===== config.mk =====
export PLATFORM = sky130hd
export DESIGN_NAME = updown_mod_counter_flat
export DESIGN_NICKNAME = d
export VERILOG_FILES = /design/src/rtl/updown_mod_counter_if.sv /design/src/rtl/updown_mod_counter.sv /design/src/flat_wrapper.sv
export SDC_FILE = /design/constraint.sdc
export NUM_CORES = 1
export LEC_CHECK = 0
export ABC_AREA = 1
export CAP_MARGIN = 20
export CORE_ASPECT_RATIO = 1.1
export CORE_MARGIN = 2
export CORE_UTILIZATION = 50
export DETAILED_ROUTE_END_ITERATION = 8
export PLACE_DENSITY = 0.85
export SLEW_MARGIN = 20
export SYNTH_ARGS = -nofsm -noshare
export SYNTH_HDL_FRONTEND = slang
export SYNTH_SLANG_ARGS = --single-unit

===== constraint.sdc =====
create_clock -name clk -period 3.65 [get_ports clk]
set_input_delay 0.73 -clock clk [delete_from_list [all_inputs] [get_ports clk]]
set_output_delay 0.73 -clock clk [all_outputs]
set_load 0.02 [all_outputs]

===== src/rtl/updown_mod_counter_if.sv =====
// Control/status bundle for updown_mod_counter: count controls in, count and flags out.
// master = controller side, slave = counter side.
interface updown_mod_counter_if #(
    parameter int unsigned WIDTH = 8
);
    logic             enable;
    logic             up_down;
    logic             load;
    logic [WIDTH-1:0] load_value;
    logic             ovf_clear;
    logic [WIDTH-1:0] counter_out;
    logic             tc;
    logic             ovf_sticky;

    modport master (
        output enable, up_down, load, load_value, ovf_clear,
        input  counter_out, tc, ovf_sticky
    );

    modport slave (
        input  enable, up_down, load, load_value, ovf_clear,
        output counter_out, tc, ovf_sticky
    );
endinterface


===== src/rtl/updown_mod_counter.sv =====
// Up/down counter with programmable modulus, load, wrap/saturate, tc pulse and sticky overflow.
// Optional prescaler compiled in with `define COUNTER_PRESCALE_EN.
module updown_mod_counter #(
    parameter int unsigned     WIDTH     = 8,
    parameter longint unsigned MAX_VAL   = (64'd1 << WIDTH) - 64'd1,
    parameter int unsigned     SATURATE  = 0,
    parameter int unsigned     PRESC_DIV = 4
) (
    input  logic                clk,
    input  logic                reset,
    updown_mod_counter_if.slave bus
);

    localparam logic [WIDTH-1:0] MAX_V = WIDTH'(MAX_VAL);

    // Elaboration-time parameter range checks
    generate
        if (WIDTH < 2 || WIDTH > 32) begin : g_bad_width
            $error("updown_mod_counter: WIDTH out of range 2..32");
        end
        if (MAX_VAL < 1 || MAX_VAL > ((64'd1 << WIDTH) - 64'd1)) begin : g_bad_max
            $error("updown_mod_counter: MAX_VAL out of range 1..2**WIDTH-1");
        end
        if (PRESC_DIV < 2 || PRESC_DIV > 256) begin : g_bad_presc
            $error("updown_mod_counter: PRESC_DIV out of range 2..256");
        end
    endgenerate

    logic [WIDTH-1:0] count_q, count_d;
    logic             tc_q, tc_d;
    logic             ovf_q, ovf_d;
    logic [WIDTH-1:0] load_clamped;
    logic             at_max;
    logic             at_zero;
    logic             boundary;
    logic             step;

    assign load_clamped = (bus.load_value > MAX_V) ? MAX_V : bus.load_value;
    assign at_max       = (count_q == MAX_V);
    assign at_zero      = (count_q == '0);
    assign boundary     = bus.up_down ? at_max : at_zero;

`ifdef COUNTER_PRESCALE_EN
    localparam int unsigned PRESC_W = (PRESC_DIV > 1) ? $clog2(PRESC_DIV) : 1;

    logic [PRESC_W-1:0] presc_q, presc_d;
    logic               presc_tick;

    assign presc_tick = (presc_q == PRESC_W'(PRESC_DIV - 1));
    assign step       = bus.enable & ~bus.load & presc_tick;

    // Prescaler: counts enabled cycles, holds when disabled, cleared by load
    always_ff @(posedge clk or posedge reset) begin
        if (reset) begin
            presc_q <= '0;
        end else begin
            presc_q <= presc_d;
        end
    end

    always_comb begin
        presc_d = presc_q;
        if (bus.load) begin
            presc_d = '0;
        end else if (bus.enable) begin
            presc_d = presc_tick ? '0 : presc_q + PRESC_W'(1);
        end
    end
`else
    assign step = bus.enable & ~bus.load;
`endif

    always_ff @(posedge clk or posedge reset) begin
        if (reset) begin
            count_q <= '0;
            tc_q    <= 1'b0;
            ovf_q   <= 1'b0;
        end else begin
            count_q <= count_d;
            tc_q    <= tc_d;
            ovf_q   <= ovf_d;
        end
    end

    // Next count: load beats step; increments only happen below MAX_V so never overflow WIDTH
    always_comb begin
        count_d = count_q;
        tc_d    = 1'b0;
        ovf_d   = ovf_q;
        if (bus.load) begin
            count_d = load_clamped;
        end else if (step) begin
            tc_d = boundary;
            if (bus.up_down) begin
                if (at_max) begin
                    count_d = (SATURATE != 0) ? MAX_V : '0;
                end else begin
                    count_d = count_q + WIDTH'(1);
                end
            end else begin
                if (at_zero) begin
                    count_d = (SATURATE != 0) ? '0 : MAX_V;
                end else begin
                    count_d = count_q - WIDTH'(1);
                end
            end
        end
        if (bus.ovf_clear) begin
            ovf_d = 1'b0;
        end
        // A boundary event on the same edge as a clear keeps the flag set
        if (step && boundary) begin
            ovf_d = 1'b1;
        end
    end

    assign bus.counter_out = count_q;
    assign bus.tc          = tc_q;
    assign bus.ovf_sticky  = ovf_q;

endmodule


===== src/flat_wrapper.sv =====
// flat-port wrapper written by rule: the top's interface ports become plain ports
module updown_mod_counter_flat 
#(
    parameter int unsigned     WIDTH     = 8,
    parameter longint unsigned MAX_VAL   = (64'd1 << WIDTH) - 64'd1,
    parameter int unsigned     SATURATE  = 0,
    parameter int unsigned     PRESC_DIV = 4
)
  (clk, reset, bus_enable, bus_up_down, bus_load, bus_load_value, bus_ovf_clear, bus_counter_out, bus_tc, bus_ovf_sticky);
  updown_mod_counter_if #(.WIDTH(WIDTH)) bus_i ();
  input  logic clk;
  input  logic reset;
  input wire logic [$bits(bus_i.enable)-1:0] bus_enable;
  input wire logic [$bits(bus_i.up_down)-1:0] bus_up_down;
  input wire logic [$bits(bus_i.load)-1:0] bus_load;
  input wire logic [$bits(bus_i.load_value)-1:0] bus_load_value;
  input wire logic [$bits(bus_i.ovf_clear)-1:0] bus_ovf_clear;
  output wire logic [$bits(bus_i.counter_out)-1:0] bus_counter_out;
  output wire logic [$bits(bus_i.tc)-1:0] bus_tc;
  output wire logic [$bits(bus_i.ovf_sticky)-1:0] bus_ovf_sticky;
  assign bus_i.enable = bus_enable;
  assign bus_i.up_down = bus_up_down;
  assign bus_i.load = bus_load;
  assign bus_i.load_value = bus_load_value;
  assign bus_i.ovf_clear = bus_ovf_clear;
  assign bus_counter_out = bus_i.counter_out;
  assign bus_tc = bus_i.tc;
  assign bus_ovf_sticky = bus_i.ovf_sticky;
  updown_mod_counter #(.WIDTH(WIDTH), .MAX_VAL(MAX_VAL), .SATURATE(SATURATE), .PRESC_DIV(PRESC_DIV)) u_core (.clk(clk), .reset(reset), .bus(bus_i));
endmodule

==> flow_summary.yaml, run 1 <==
global_routing:
  grt_pass1_wl_mm: 4.11
  grt_pass1_vias: 948
  grt_usage_pct: 24.1
  grt_max_degree: 13
  overflow: 0
  grt_antenna_before_repair: 0
timing:
  rsz0062_at_grt: "false"
  timing.fmax_mhz: 431
  max_slew.worst_pin.slew_ps: 471
  skew_ps: 0.533
  final.period_utilization_pct: 63.6
  hold_violations: 0
  finalSetupViolCount: 0
  setup_ws_ps: 1330
  period_minus_slack_ps: 2320
  slew_headroom_pct: 68.5
  setup_tns_ps: 0
  drv_slew: 0
clock_tree:
  cts-root-buf: "clkbuf_4"
  htree_levels: 1
  cts_buffers: 3
  cts_buffer_depth: 2
  clkSinkCount: 10
  clock_latency_ps: 260
  cts_tree: "done"
  holdBufCountCts: 0
  clk_pin_slew_ps: 60
  post_cts_buffers: 0
  cts_resized: 0
synth:
  synthSimpleGateAreaFrac_pct: 43.4
  synthDistinctLibCells: 27
  syn_area_um2: 981
  syn_area_per_cell_um2: 6.96
  yosysWarnings: 0
  ys_seq_area_share_pct: 25.5
  synth_nets: 158
  synth_top_family_by_area: "simple AND/OR/NAND/NOR gates"
  synthXorXnorAreaFrac_pct: 3.57
  synthAdderAreaFrac_pct: 3.83
  ys_ff_latch: 10
  synth_compound_area_share_pct: 11.1
  synth_mux_area_share_pct: 0
  syn_inst: 141
power_and_ir_drop:
  power_leakage_nw: 0.615
  power.internal_mw: 0.233
  p_switching_mw: 0.162
  p_sw_share_pct: 41.0
  vdd_drop_max_uv: 262
  clkPwrFrac_pct: 18.5
  p_per_area_nw_per_um2: 325
  share_comb_of_total_power_pct: 42.7
  pwr-share-seq_pct: 38.8
routing:
  avgRoutedWirePerCell_um: 13.4
  viasPerCell: 5.38
  drt_first_pass_iters: 5
  drt-total-wl_mm: 2.52
  vias: 1012
  drc: 0
  antenna_left: 0
  drt_iter0_drc: 35
floorplan:
  design.portCount: 24
  dieWidth_um: 46.2
  coreArea_um2: 1820
  rows: 16
  fp.dieArea_um2: 2330
  die_h_um: 50.5
  initial_core_util_pct: 53.8
outcome:
  outcome: "completed"
layout:
  synthToLayoutAreaGrowth_pct: 24.1
  fillers: 151
  antenna_cells: 0
  multi_input_area_um2: 607
  mostFrequentLayoutCells: "nand2_1 (43), clkdlybuf4s50_1 (23), nand3_1 (15)"
  final-seq-area_um2: 250
  final_cell_count_no_fill: 188
  mostFrequentLayoutCell: "nand2_1"
  fin_nets: 180
  drive_gt1_share_pct: 17.4
worst_setup_path:
  worstSetupPathType: "reg2out"
  r2r_start: "u_core.bus.counter_out[0]"
  critPathLaunch: "u_core.bus.counter_out[3]"
  critPathBufInv: 1
  cpPeakStageDelay_ps: 700
  worst_ep_required_time_ps: 2920
  end_kind: "primary output"
  crit_path_start_kind: "flop"
  cp-endpoint: "bus_counter_out[3]"
  r2r_cells: 10
  worst_path_max_delay_cell: "clkdlybuf4s50_1"
  r2r-end: "u_core.bus.counter_out[7]"
  reg2reg_slack_ps: 2070
  arrival_ps: 1590
  worst-path-max-fanout: 8
  crit_path_cell_trace: "clkdlybuf4s50_1"
  cp_top_family: "buffers and inverters"
  cp.depth: 1
placed_design:
  place.gp.congestion: 0.887
  post-dp-hpwl_mm: 2.04
  place_ws_ps: 1440
  port_buffers: 23
  placed_cells: 185
worst_hold_path:
  hold_start: "u_core.bus.ovf_sticky"
  hold_path.class: "reg2reg"
run:
  cap_violations: 0
-- logic make-up after synthesis --
kind of cell,count (synthesis)
buffers and inverters,25
and+or+nand+nor,82
AOI/OAI and AO/OA,17
adders and majority gates,3
DFF,10
xor gates and xnor gates,4
-- stage by stage --
| step | util, % | hold WS [ps] | instance area (um^2) | total power [mW] |
|---|---|---|---|---|
| 3_5_place_dp | 65.6 | 530 | 1190 | 0.323 |
| 4_1_cts | 66.8 | 555 | 1220 | 0.396 |
| 3_3_place_gp | 65.6 | 502 | 1190 | 0.316 |
| 2_1_floorplan | - | 570 | 981 | 0.269 |
| 6_report | 66.8 | 542 | 1220 | 0.396 |
| 5_1_grt | 66.8 | 580 | 1220 | 0.421 |
-- per-layer routing --
layer	vias up	wire length (um)	global-route usage, %
met5	-	0	0
met4	0	24	8.10
met3	4	109	1.80
met2	34	1390	42.8
met1	475	995	29.4
li1	499	-	-
-- cells in the mapped netlist, drive strengths merged --
master | number | area [um^2]
ha | 3 | 37.5
clkbuf | 1 | 3.75
buf | 5 | 46.3
nand2 | 48 | 203
nor3 | 1 | 10.0
inv | 19 | 73.8
dfrtp | 10 | 250
nor2 | 14 | 101
o21ai | 8 | 40.0
xor2 | 3 | 26.3
o311ai | 1 | 8.76
a22oi | 7 | 52.6
o211ai | 1 | 7.51
nand4 | 1 | 6.26
xnor2 | 1 | 8.76
nand3 | 18 | 105
-- state kept, by name (all words and copies together), names as in the netlist --
signal	flops
u_core.bus.counter_out	8
u_core.bus.ovf_sticky	1
u_core.bus.tc	1
-- cell type report --
cell class              count  area share, %
well taps                  27           2.77
flip-flops and latches     10           20.6
clock buffers               3           1.85
repair buffers             23           18.9
inverters                  19           6.06
multi-input cells         106           49.8
-- worst min path at each step --
stage / to / slack (ps) / depth (start not counted)
after floorplan: u_core.bus.counter_out[0] / 570 / 1
after global placement: u_core.bus.ovf_sticky / 500 / 2
after detailed placement: u_core.bus.ovf_sticky / 530 / 2
after CTS: u_core.bus.ovf_sticky / 560 / 2
after global routing: u_core.bus.ovf_sticky / 580 / 2
final: u_core.bus.ovf_sticky / 540 / 2
-- power groups by stage --
stage | registers [mW] | clock network (mW) | logic, mW
after floorplan | 0.151 | 0 | 0.118
after global placement | 0.154 | 0 | 0.162
after detailed placement | 0.155 | 0 | 0.168
after CTS | 0.153 | 0.0744 | 0.169
after global routing | 0.157 | 0.0796 | 0.185
final | 0.154 | 0.0733 | 0.169
Note: power is estimated with default switching activity, not from simulation.
==> inputs of run 2 (changes only) <==
Settings changed: CORE_UTILIZATION 50 to 49, PLACE_DENSITY 0.85 to 0.83.
Clock period 3.65 ns to 2.3 ns, I/O delays scaled along.
==> run 2 against run 1 <==
Net effect: critical path depth is the same; power up 57%; combinational power is 56% higher; final area increased by 0.62%; highest routed layer unchanged; critical endpoint unchanged.
==> flow_summary.yaml, run 2 (synthesis results as in run 1) <==
timing:
  finalSetupViolCount: 0
  rsz0062_at_grt: "false"
  drv_slew: 0
  period_minus_slack_ps: 2030
  hold_violations: 0
  skew_ps: 3.21
  timing.fmax_mhz: 493
  final.period_utilization_pct: 88.2
  max_slew.worst_pin.slew_ps: 563
  setup_tns_ps: 0
  slew_headroom_pct: 62.3
floorplan:
  rows: 16
  design.portCount: 24
  fp.dieArea_um2: 2380
  initial_core_util_pct: 53.3
  die_h_um: 50.9
  dieWidth_um: 46.7
  coreArea_um2: 1840
layout:
  largest_register_ffs: 8
  fin_nets: 181
  design_area_um2: 1220
  mostFrequentLayoutCells: "nand2_1 (43), clkdlybuf4s50_1 (23), nand3_1 (15)"
  synthToLayoutAreaGrowth_pct: 24.9
  mostFrequentLayoutCell: "nand2_1"
  drive_gt1_share_pct: 17.9
  antenna_cells: 0
routing:
  antenna_left: 0
  drt-total-wl_mm: 2.29
  viasPerCell: 5.28
  drt_first_pass_iters: 4
  drc: 0
  drt_iter0_drc: 26
  avgRoutedWirePerCell_um: 12.1
  vias: 997
global_routing:
  grt_usage_pct: 22.5
  grt_antenna_before_repair: 0
  grt_pass1_vias: 926
  grt_util_met3_pct: 6.71
  overflow: 0
  grt_pass1_wl_mm: 3.91
  use_met2_pct: 36.3
  grt_max_degree: 13
  gr-usage-met1_pct: 29.1
  grt-busiest-layer: "met2"
worst_setup_path:
  r2r_start: "u_core.bus.counter_out[1]"
  worst_path_max_delay_cell: "clkdlybuf4s50_1"
  worst_ep_required_time_ps: 1840
  worst-path-max-fanout: 8
  crit_path_start_kind: "flop"
  r2r-end: "u_core.bus.counter_out[5]"
  cpPeakStageDelay_ps: 700
  cp_top_family: "buffers and inverters"
  worstSetupPathType: "reg2out"
  reg2reg_slack_ps: 780
  arrival_ps: 1570
  end_kind: "primary output"
  critPathLaunch: "u_core.bus.counter_out[3]"
  r2r_cells: 10
  crit_path_cell_trace: "clkdlybuf4s50_1"
  critPathBufInv: 1
outcome:
  outcome: "completed"
clock_tree:
  cts-root-buf: "clkbuf_4"
  post_cts_buffers: 0
  cts_tree: "done"
  holdBufCountCts: 0
  clkSinkCount: 10
  cts_buffer_depth: 2
  cts_buffers: 3
  clock_latency_ps: 260
  cts_resized: 0
  clk_pin_slew_ps: 60
  htree_levels: 1
power_and_ir_drop:
  power_leakage_nw: 0.620
  vdd_drop_max_uv: 368
  p_per_area_nw_per_um2: 507
placed_design:
  post-dp-hpwl_mm: 1.85
  placed_area_um2: 1200
  port_buffers: 23
  place.gp.congestion: 0.960
run:
  cap_violations: 0
worst_hold_path:
  hold_path.class: "in2async"
[run 2: final cells by class]
| class | instances | area [um^2] |
|---|---|---|
| tap | 27 | 33.8 |
| timing repair buffer | 24 | 238 |
| multi-input combinational | 106 | 607 |
| clock buffer | 3 | 22.5 |
| fill | 169 | 617 |
| inverter | 19 | 73.8 |
| sequential | 10 | 250 |
[run 2: metal layers]
metal  wire length, um  vias to the layer above
met2              1190                       34
li1                  -                      496
met1               960                      464
met5                 0                        -
met4                11                        0
met3               133                        3
[run 2: worst max path at each step]
stage | slack (ps) | depth (start not counted) | to
finish | 270 | 1 | bus_counter_out[3]
global route | 210 | 1 | bus_counter_out[2]
CTS | 260 | 1 | bus_counter_out[3]
detailed placement | 560 | 6 | u_core.bus.counter_out[6]
global placement | 570 | 1 | bus_counter_out[2]
floorplan | 820 | 10 | u_core.bus.counter_out[7]
[run 2: where the power goes]
| group | switching [mW] | leakage, nW | internal, mW |
|---|---|---|---|
| Sequential | 0.0483 | 0.125 | 0.194 |
| Combinational | 0.146 | 0.481 | 0.117 |
| Clock | 0.0553 | 0.0138 | 0.0602 |
[run 2: through the flow]
step           std cells  util (%)  power (mW)  hold WS (ps)  setup slack [ps]
6_report             189      66.5       0.621           461               271
5_1_grt              189      66.5       0.668           488               210
3_5_place_dp         186      65.3       0.508           514               560
4_1_cts              189      66.5       0.625           472               262
3_3_place_gp         186      65.3       0.504           507               569
2_1_floorplan        141         -       0.427           300               825
==> inputs of run 3 (changes only) <==
Settings changed: CELL_PAD_IN_SITES_DETAIL_PLACEMENT set to 1, CELL_PAD_IN_SITES_GLOBAL_PLACEMENT set to 1, CORE_UTILIZATION 49 to 34, PLACE_DENSITY 0.83 to 0.82.
==> run 3 against run 2 <==
Net effect: count of clock-buffer cells in the layout stayed put; via count is 1.0% lower; first-iteration DRC count is 31% lower; largest power group unchanged.
==> flow_summary.yaml, run 3 (synthesis results as in run 1) <==
global_routing:
  grt_pass1_vias: 1016
  grt_antenna_before_repair: 0
  overflow: 0
  grt_max_degree: 12
  grt_pass1_wl_mm: 4.53
  grt_usage_pct: 17.0
floorplan:
  dieWidth_um: 55.2
  rows: 20
  fp.dieArea_um2: 3330
  initial_core_util_pct: 35.6
  coreArea_um2: 2750
  design.portCount: 24
  die_h_um: 60.3
layout:
  drive_gt1_share_pct: 18.4
  mostFrequentLayoutCells: "nand2_1 (43), clkdlybuf4s50_1 (23), nand3_1 (15)"
  antenna_cells: 0
  fin_nets: 182
  largest_register_ffs: 8
  synthToLayoutAreaGrowth_pct: 26.4
  mostFrequentLayoutCell: "nand2_1"
worst_setup_path:
  worst_ep_required_time_ps: 1840
  crit_path_cell_trace: "clkdlybuf4s50_1"
  crit_path_start_kind: "flop"
  arrival_ps: 1570
  r2r_cells: 10
  end_kind: "primary output"
  cp.depth: 1
  worstSetupPathType: "reg2out"
  worst_path_max_delay_cell: "clkdlybuf4s50_1"
  cpPeakStageDelay_ps: 700
  worst-path-max-fanout: 8
  critPathBufInv: 1
  cp_top_family: "buffers and inverters"
placed_design:
  place.gp.congestion: 0.870
  port_buffers: 23
  post-dp-hpwl_mm: 2.23
run:
  cap_violations: 0
timing:
  slew_headroom_pct: 64.6
  finalSetupViolCount: 0
  max_slew.worst_pin.slew_ps: 529
  hold_violations: 0
  timing.fmax_mhz: 493
  skew_ps: 2.03
  setup_tns_ps: 0
  final.period_utilization_pct: 88.3
  hold_slack_ps: 489
  rsz0062_at_grt: "false"
  drv_slew: 0
  period_minus_slack_ps: 2030
routing:
  drt_first_pass_iters: 4
  avgRoutedWirePerCell_um: 13.4
  viasPerCell: 5.04
  antenna_left: 0
  vias: 987
  drc: 0
  drt-total-wl_mm: 2.64
  drt_iter0_drc: 18
clock_tree:
  clkSinkCount: 10
  clk_pin_slew_ps: 60
  holdBufCountCts: 0
  cts-root-buf: "clkbuf_4"
  clock_latency_ps: 260
  cts_tree: "done"
  cts_resized: 0
  post_cts_buffers: 0
  cts_buffer_depth: 2
  htree_levels: 1
  cts_buffers: 3
power_and_ir_drop:
  vdd_drop_max_uv: 291
  p_per_area_nw_per_um2: 511
  power_leakage_nw: 0.625
outcome:
  outcome: "completed"
worst_hold_path:
  hold_path.class: "in2async"
==> run 3: cell count changes in the layout (fill, tap and decap cells not counted) <==
cell	delta
buf_4	+1
==> run 3: metrics by stage <==
step	cell area, um^2	setup slack, ps	total power, mW	utilization (%)	std cells
CTS	1240	264	0.640	45.0	196
global placement	1220	570	0.512	44.2	193
detailed placement	1220	560	0.522	44.2	193
global route	1240	200	0.678	45.0	196
floorplan	981	825	0.427	-	141
finish	1240	270	0.633	45.0	196
==> run 3: final timing paths <==
check                                          start                         to  slack, ps
max reg2reg                u_core.bus.counter_out[0]  u_core.bus.counter_out[7]        750
min                                            reset  u_core.bus.counter_out[1]        490
max in group asynchronous                      reset  u_core.bus.counter_out[4]       1540
min reg2reg                    u_core.bus.ovf_sticky      u_core.bus.ovf_sticky        510
min in group clk               u_core.bus.ovf_sticky      u_core.bus.ovf_sticky        510
max                        u_core.bus.counter_out[3]         bus_counter_out[3]        270
==> run 3: where the power goes <==
group	leakage (nW)	internal [mW]	switching (mW)
clock	0.0138	0.0603	0.0553
combinational	0.486	0.120	0.161
sequential	0.125	0.194	0.0431
==> run 3: cell type report <==
type                    instances  area [um^2]
clock buffers                   3         22.5
fillers                       364         1510
inverters                      19         73.8
multi-input cells             106          607
flip-flops and latches         10          250
well taps                      33         41.3
repair buffers                 25          245
==> run 3: per-layer routing <==
metal | track usage [%] | up-vias | part of all wire (%)
met3 | 1.28 | 4 | 2.7
met2 | 31.5 | 19 | 51
met1 | 20.6 | 465 | 45
met5 | 0 | - | 0
li1 | - | 499 | -
met4 | 8.01 | 0 | 1.3
